**src/rtl/change_dispenser.sv**
```systemverilog
// Vend-then-change dispenser: drives the vend motor, then ejects change greedily as Q/D/N coins.
// Optional ACK_TIMEOUT_EN adds a vend/eject acknowledge watchdog that raises the sticky fault flag.
module change_dispenser #(
  parameter int CHANGE_W       = 3,
  parameter int GAP_CYCLES     = 2,
  parameter int TIMEOUT_CYCLES = 1024
) (
  input  logic                clock,
  input  logic                reset,
  input  logic                release_soda,
  input  logic [CHANGE_W-1:0] change,
  output logic                vend_motor,
  input  logic                vend_done,
  output logic [2:0]          coin_eject,
  input  logic                eject_ack,
  output logic                busy,
  output logic                overrun,
  output logic                fault,
  input  logic                clear_err
);

  localparam int GAP_W = (GAP_CYCLES > 1) ? $clog2(GAP_CYCLES) : 1;

  typedef enum logic [2:0] {
    S_IDLE  = 3'd0,
    S_VEND  = 3'd1,
    S_SEL   = 3'd2,
    S_EJECT = 3'd3,
    S_GAP   = 3'd4
  } state_t;

  state_t              r_state;
  state_t              w_state_nx;

  logic [CHANGE_W-1:0] r_q;
  logic [CHANGE_W-1:0] r_d;
  logic [CHANGE_W-1:0] r_n;
  logic [CHANGE_W-1:0] r_pq;
  logic [CHANGE_W-1:0] r_pd;
  logic [CHANGE_W-1:0] r_pn;
  logic                r_pend_vld;
  logic [2:0]          r_sel;
  logic [GAP_W-1:0]    r_gap_cnt;
  logic                r_overrun;

  logic [31:0]         w_chg32;
  logic [2:0]          w_rem;
  logic [CHANGE_W-1:0] w_cap_q;
  logic [CHANGE_W-1:0] w_cap_d;
  logic [CHANGE_W-1:0] w_cap_n;
  logic [CHANGE_W-1:0] w_ld_q;
  logic [CHANGE_W-1:0] w_ld_d;
  logic [CHANGE_W-1:0] w_ld_n;

  logic                w_load_work;
  logic                w_store_pend;
  logic                w_pend_clr;
  logic                w_ovr_set;
  logic                w_dec;
  logic                w_timeout;
  logic                w_to_hit;
  logic [2:0]          w_sel_nx;

  // Greedy breakdown in nickels: 5 nickels per quarter, 2 per dime, remainder is a nickel.
  assign w_chg32 = 32'(change);
  assign w_cap_q = CHANGE_W'(w_chg32 / 32'd5);
  assign w_rem   = 3'(w_chg32 % 32'd5);
  assign w_cap_d = CHANGE_W'(w_rem[2:1]);
  assign w_cap_n = CHANGE_W'(w_rem[0]);

  assign w_ld_q = r_pend_vld ? r_pq : w_cap_q;
  assign w_ld_d = r_pend_vld ? r_pd : w_cap_d;
  assign w_ld_n = r_pend_vld ? r_pn : w_cap_n;

`ifdef ACK_TIMEOUT_EN
  localparam int TO_W = (TIMEOUT_CYCLES > 1) ? $clog2(TIMEOUT_CYCLES) : 1;

  logic [TO_W-1:0] r_to_cnt;
  logic            r_fault;

  assign w_to_hit = (r_to_cnt == TO_W'(TIMEOUT_CYCLES - 1));

  // Counter restarts whenever VEND/EJECT is (re)entered, so each wait gets a full budget.
  always_ff @(posedge clock or negedge reset) begin
    if (!reset) begin
      r_to_cnt <= '0;
    end else if (((r_state == S_VEND) || (r_state == S_EJECT)) && (w_state_nx == r_state)) begin
      r_to_cnt <= r_to_cnt + 1'b1;
    end else begin
      r_to_cnt <= '0;
    end
  end

  always_ff @(posedge clock or negedge reset) begin
    if (!reset) begin
      r_fault <= 1'b0;
    end else begin
      r_fault <= w_timeout | (r_fault & ~clear_err);
    end
  end

  assign fault = r_fault;
`else
  logic w_unused_to;

  assign w_unused_to = (TIMEOUT_CYCLES == 0);
  assign w_to_hit    = 1'b0;
  assign fault       = 1'b0;
`endif

  always_comb begin
    w_state_nx   = r_state;
    w_load_work  = 1'b0;
    w_store_pend = 1'b0;
    w_pend_clr   = 1'b0;
    w_ovr_set    = 1'b0;
    w_dec        = 1'b0;
    w_timeout    = 1'b0;
    w_sel_nx     = r_sel;

    case (r_state)
      S_IDLE: begin
        // Pending request has priority; a simultaneous new request refills the freed slot.
        if (r_pend_vld) begin
          w_state_nx  = S_VEND;
          w_load_work = 1'b1;
          if (release_soda) begin
            w_store_pend = 1'b1;
          end else begin
            w_pend_clr = 1'b1;
          end
        end else if (release_soda) begin
          w_state_nx  = S_VEND;
          w_load_work = 1'b1;
        end
      end
      S_VEND: begin
        if (vend_done) begin
          w_state_nx = S_SEL;
        end else if (w_to_hit) begin
          w_timeout  = 1'b1;
          w_state_nx = S_IDLE;
        end
      end
      S_SEL: begin
        if (r_q != '0) begin
          w_sel_nx   = 3'b001;
          w_state_nx = S_EJECT;
        end else if (r_d != '0) begin
          w_sel_nx   = 3'b010;
          w_state_nx = S_EJECT;
        end else if (r_n != '0) begin
          w_sel_nx   = 3'b100;
          w_state_nx = S_EJECT;
        end else begin
          w_state_nx = S_IDLE;
        end
      end
      S_EJECT: begin
        if (eject_ack) begin
          w_dec      = 1'b1;
          w_state_nx = (GAP_CYCLES == 0) ? S_SEL : S_GAP;
        end else if (w_to_hit) begin
          w_timeout  = 1'b1;
          w_state_nx = S_IDLE;
        end
      end
      S_GAP: begin
        if (r_gap_cnt == GAP_W'(GAP_CYCLES - 1)) begin
          w_state_nx = S_SEL;
        end
      end
      default: begin
        w_state_nx = S_IDLE;
      end
    endcase

    if ((r_state != S_IDLE) && release_soda) begin
      if (!r_pend_vld) begin
        w_store_pend = 1'b1;
      end else begin
        w_ovr_set = 1'b1;
      end
    end
  end

  always_ff @(posedge clock or negedge reset) begin
    if (!reset) begin
      r_state <= S_IDLE;
    end else begin
      r_state <= w_state_nx;
    end
  end

  always_ff @(posedge clock or negedge reset) begin
    if (!reset) begin
      r_q <= '0;
      r_d <= '0;
      r_n <= '0;
    end else if (w_load_work) begin
      r_q <= w_ld_q;
      r_d <= w_ld_d;
      r_n <= w_ld_n;
    end else if (w_dec) begin
      if (r_sel[0]) r_q <= r_q - 1'b1;
      if (r_sel[1]) r_d <= r_d - 1'b1;
      if (r_sel[2]) r_n <= r_n - 1'b1;
    end else if (w_timeout) begin
      r_q <= '0;
      r_d <= '0;
      r_n <= '0;
    end
  end

  always_ff @(posedge clock or negedge reset) begin
    if (!reset) begin
      r_pq       <= '0;
      r_pd       <= '0;
      r_pn       <= '0;
      r_pend_vld <= 1'b0;
    end else if (w_store_pend) begin
      r_pq       <= w_cap_q;
      r_pd       <= w_cap_d;
      r_pn       <= w_cap_n;
      r_pend_vld <= 1'b1;
    end else if (w_pend_clr) begin
      r_pend_vld <= 1'b0;
    end
  end

  always_ff @(posedge clock or negedge reset) begin
    if (!reset) begin
      r_sel     <= 3'b000;
      r_gap_cnt <= '0;
      r_overrun <= 1'b0;
    end else begin
      r_sel     <= w_sel_nx;
      r_gap_cnt <= (r_state == S_GAP) ? r_gap_cnt + 1'b1 : '0;
      // A drop in the same cycle as clear_err must survive the clear.
      r_overrun <= w_ovr_set | (r_overrun & ~clear_err);
    end
  end

  assign vend_motor = (r_state == S_VEND);
  assign coin_eject = (r_state == S_EJECT) ? r_sel : 3'b000;
  assign busy       = (r_state != S_IDLE) | r_pend_vld;
  assign overrun    = r_overrun;

endmodule

```
**config.mk**
```make
export PLATFORM = sky130hd
export DESIGN_NAME = change_dispenser
export DESIGN_NICKNAME = d
export VERILOG_FILES = /design/src/rtl/change_dispenser.sv
export SDC_FILE = /design/constraint.sdc
export NUM_CORES = 1
export LEC_CHECK = 0
export ABC_CLOCK_PERIOD_IN_PS = 3800
export BUFFER_PORTS_ARGS = -buffer_cell sky130_fd_sc_hd__buf_4
export CORE_MARGIN = 2
export CORE_UTILIZATION = 35
export DETAILED_ROUTE_END_ITERATION = 8
export GPL_ROUTABILITY_DRIVEN = 0
export HOLD_SLACK_MARGIN = 0.15
export PLACE_DENSITY = 0.55
export SLEW_MARGIN = 20
export SYNTH_ARGS = -nofsm -noshare
export SYNTH_HDL_FRONTEND = slang
export SYNTH_SLANG_ARGS = --single-unit
```
**constraint.sdc**
```tcl
create_clock -name clock -period 3.8 [get_ports clock]
set_input_delay 0 -clock clock [delete_from_list [all_inputs] [get_ports clock]]
set_output_delay 0 -clock clock [all_outputs]
set_load 0.01 [all_outputs]
```
==> results.md <==
- Dpl cells: 190
- Cell Rows: 22
- Clock latency on the worst-skew pair: 260 ps
- Tcrit/Tclk final: 0.452
- Data arrival, critical path: 1860 ps
- Crit start category: register
- Clock period minus worst slack: 1720 ps
- Clock-pin slew on the worst setup and hold paths: 80 ps
- RSZ-0062 raised after global routing: no
- GRT met3 Usage: 0.0360
- Synth Flop Type: dfrtp_1
- Ant. Diodes: 0
- CTS tree: built
- Synth Register Bits: 22
- Global route hottest layer: met2
- PortBufs: 14
- First-pass GRT wire length: 4300 um
- Die area: 4280 um^2
- Setup bufs post-CTS: 0
- H-tree levels: 1
- Cell Area, Synth: 1320 um^2
- Crit. End Element: register
- Cells after Synth: 136
- Pwr dens: 744 nW/um^2
- Pin count of the biggest net entering global routing: 23
- Final std cells w/o fill: 200
- Total Nets Final: 171
- Worst vdd ir: 0.293 mV
- Die X: 65.4 um
- Status: completed
- Cts repair resizes: 0
- Sequential share of the synthesized area: 0.417
- Pwr Total: 1.14 mW
- Number of flops mapped to enable cells by yosys: 0
- Post-CTS Hold Fix Bufs: 7
- Worst Path Required: 3950 ps
- CP cell instances: or4_4 -> nand3_2 -> mux2_2
- ANT nets after route: 0
- Hold crit path type: input port to asynchronous set/reset pin
- Met1 GRT Util: 0.175
- Initial antenna violation count: 0
- Grt ovf: 0
- Initial Util: 0.364
- Drt drc: 0
- Synthesized Nets: 153
- Max-Cap Viols: 0
- Crit path max fanout: 12
- Inserted Clock Buffers: 3
- Async SR Flop Fraction: 1.00
- Vias in the first global route: 933
- GRT Total Usage: 0.131
- Hold Vio Cnt, Final: 0
- Fmax: 583 MHz
- Core area: 3630 um^2
- DR iter-0 viols: 51
- Final worst slack: 2080 ps
- Final setup vio count: 0
- CTS Buffer Depth: 2
- Routed len/inst: 12.0 um
- Drt via density: 4.83
- Slew Viols, Final: 0
- Slowest-stage cell, CP: or4_4
- Sink Count: 22
- Drt total wl: 2400 um
- Synthesized area per cell: 9.72 um^2
- Layout cells sized above 1: 0.178
- Vias: 965
- Met2 usage: 0.204
- Count of cell types in the netlist: 46
- DPL Wire Length: 1730 um
- Synth warnings: 0
- Root buf cell: clkbuf_8
- Layout area overhead: 15.8%
- Worst Setup Path Type: register to register
- Leakage power: 0.696 nW
- Pre-CTS setup slack: 2100 ps
- Max incr delay on CP: 610 ps
- FF-to-FF setup slack: 2080 ps
- Die H: 65.4 um
- Setup Skew: 5.53 ps
- TritonRoute pass-1 iters: 4
- Io pins: 16
- Total Neg Setup Slack: 0 ps
## cells in the mapped netlist, drive strengths merged (2+ instances only)
cell / count / area [um^2]
mux2: 2 / 22.5
inv: 17 / 63.8
nor2: 9 / 41.3
xnor2: 4 / 35.0
a221oi: 2 / 17.5
nand3: 3 / 20.0
and2: 2 / 12.5
nand2: 11 / 41.3
nor3b: 2 / 15.0
buf: 7 / 62.6
dfrtp: 22 / 551
a21o: 2 / 15.0
o21ai: 10 / 53.8
nand3b: 2 / 15.0
mux2i: 2 / 20.0
a21oi: 7 / 35.0
o22ai: 3 / 25.0
ha: 8 / 100
## final cells by class
type,instances,area (um^2)
flip-flops and latches,22,551
inverters,17,63.8
clock buffers,3,41.3
well taps,48,60.1
repair buffers,21,175
multi-input cells,89,639
fillers,397,2100
## worst paths after layout
path / cells past startpoint / endpoint / startpoint
worst max register to register: 3 / r_pd[0]$_DFFE_PN0P_ / r_state[2]$_DFFE_PN0P_
worst min register to register: 2 / r_pd[1]$_DFFE_PN0P_ / r_pd[1]$_DFFE_PN0P_
max in group asynchronous: 2 / r_d[1]$_DFFE_PN0P_ / reset
worst min-delay path: 2 / r_state[1]$_DFFE_PN0P_ / reset
worst max-delay path: 3 / r_pd[0]$_DFFE_PN0P_ / r_state[2]$_DFFE_PN0P_
min in group clock: 4 / r_n[0]$_DFFE_PN0P_ / change[0]
## report_power, final
| part | leakage, nW | total, mW | switching [mW] | internal (mW) |
|---|---|---|---|---|
| sequential | 0.277 | 0.453 | 0.114 | 0.339 |
| clock | 0.0216 | 0.144 | 0.0730 | 0.0707 |
| combinational | 0.397 | 0.543 | 0.271 | 0.272 |
| total | 0.696 | 1.14 | 0.458 | 0.681 |
## layer usage
layer,part of all wire,wire [um],vias up
met1,0.51,1230,450
met5,0,0,-
met3,0.035,85,5
met2,0.44,1050,16
met4,0.016,38,0
li1,-,-,494
## sequential cells by signal, indices dropped and copies added (netlist names)
signal,cells
r_sel,3
r_pd,2
r_q,3
r_pq,1
r_gap_cnt,1
r_pend_vld,1
overrun,1
r_pn,1
r_state,3
r_n,3
r_d,3
## cells in the final DEF (no fill, tap or decap), types with 2 or more instances in the layout
cell	count
a21o_1	2
nor2_1	8
dlygate4sd3_1	7
o21ai_1	2
nand3_1	2
xnor2_1	4
and2_1	2
o21ai_0	7
nor3b_1	2
buf_4	14
a21oi_1	7
nand3b_1	2
mux2_2	2
a221oi_1	2
ha_1	8
dfrtp_1	22
clkbuf_8	3
mux2i_1	2
nand2_1	11
o22ai_1	2
inv_1	17
## through the flow
| step | cell area [um^2] | utilization | hold slack [ps] |
|---|---|---|---|
| after CTS | 1530 | 0.421 | 151 |
| final | 1530 | 0.421 | 159 |
| after detailed placement | 1420 | 0.390 | -86.5 |
| after global routing | 1530 | 0.421 | 174 |
| after floorplan | 1320 | - | -296 |
| after global placement | 1420 | 0.390 | -89.6 |
## cell families (layout without fill, tap and decap cells)
kind of cell / Yosys count / count (layout) / synth area share
mux: 4 / 4 / 0.0322
xor+xnor: 5 / 5 / 0.0331
flops: 22 / 22 / 0.417
buf+inv: 25 / 41 / 0.0994
compound gates: 32 / 32 / 0.171
simple gates: 39 / 39 / 0.169
other cells: 1 / 1 / 0.00284
fa+ha+maj: 8 / 8 / 0.0758
## worst max-delay path: cells and delay by family (launching register included)
family	cells	cell delay (ps)
and+or+nand+nor	2	750
DFF	1	510
muxes	1	340
Note: power is estimated with default switching activity, not from simulation.
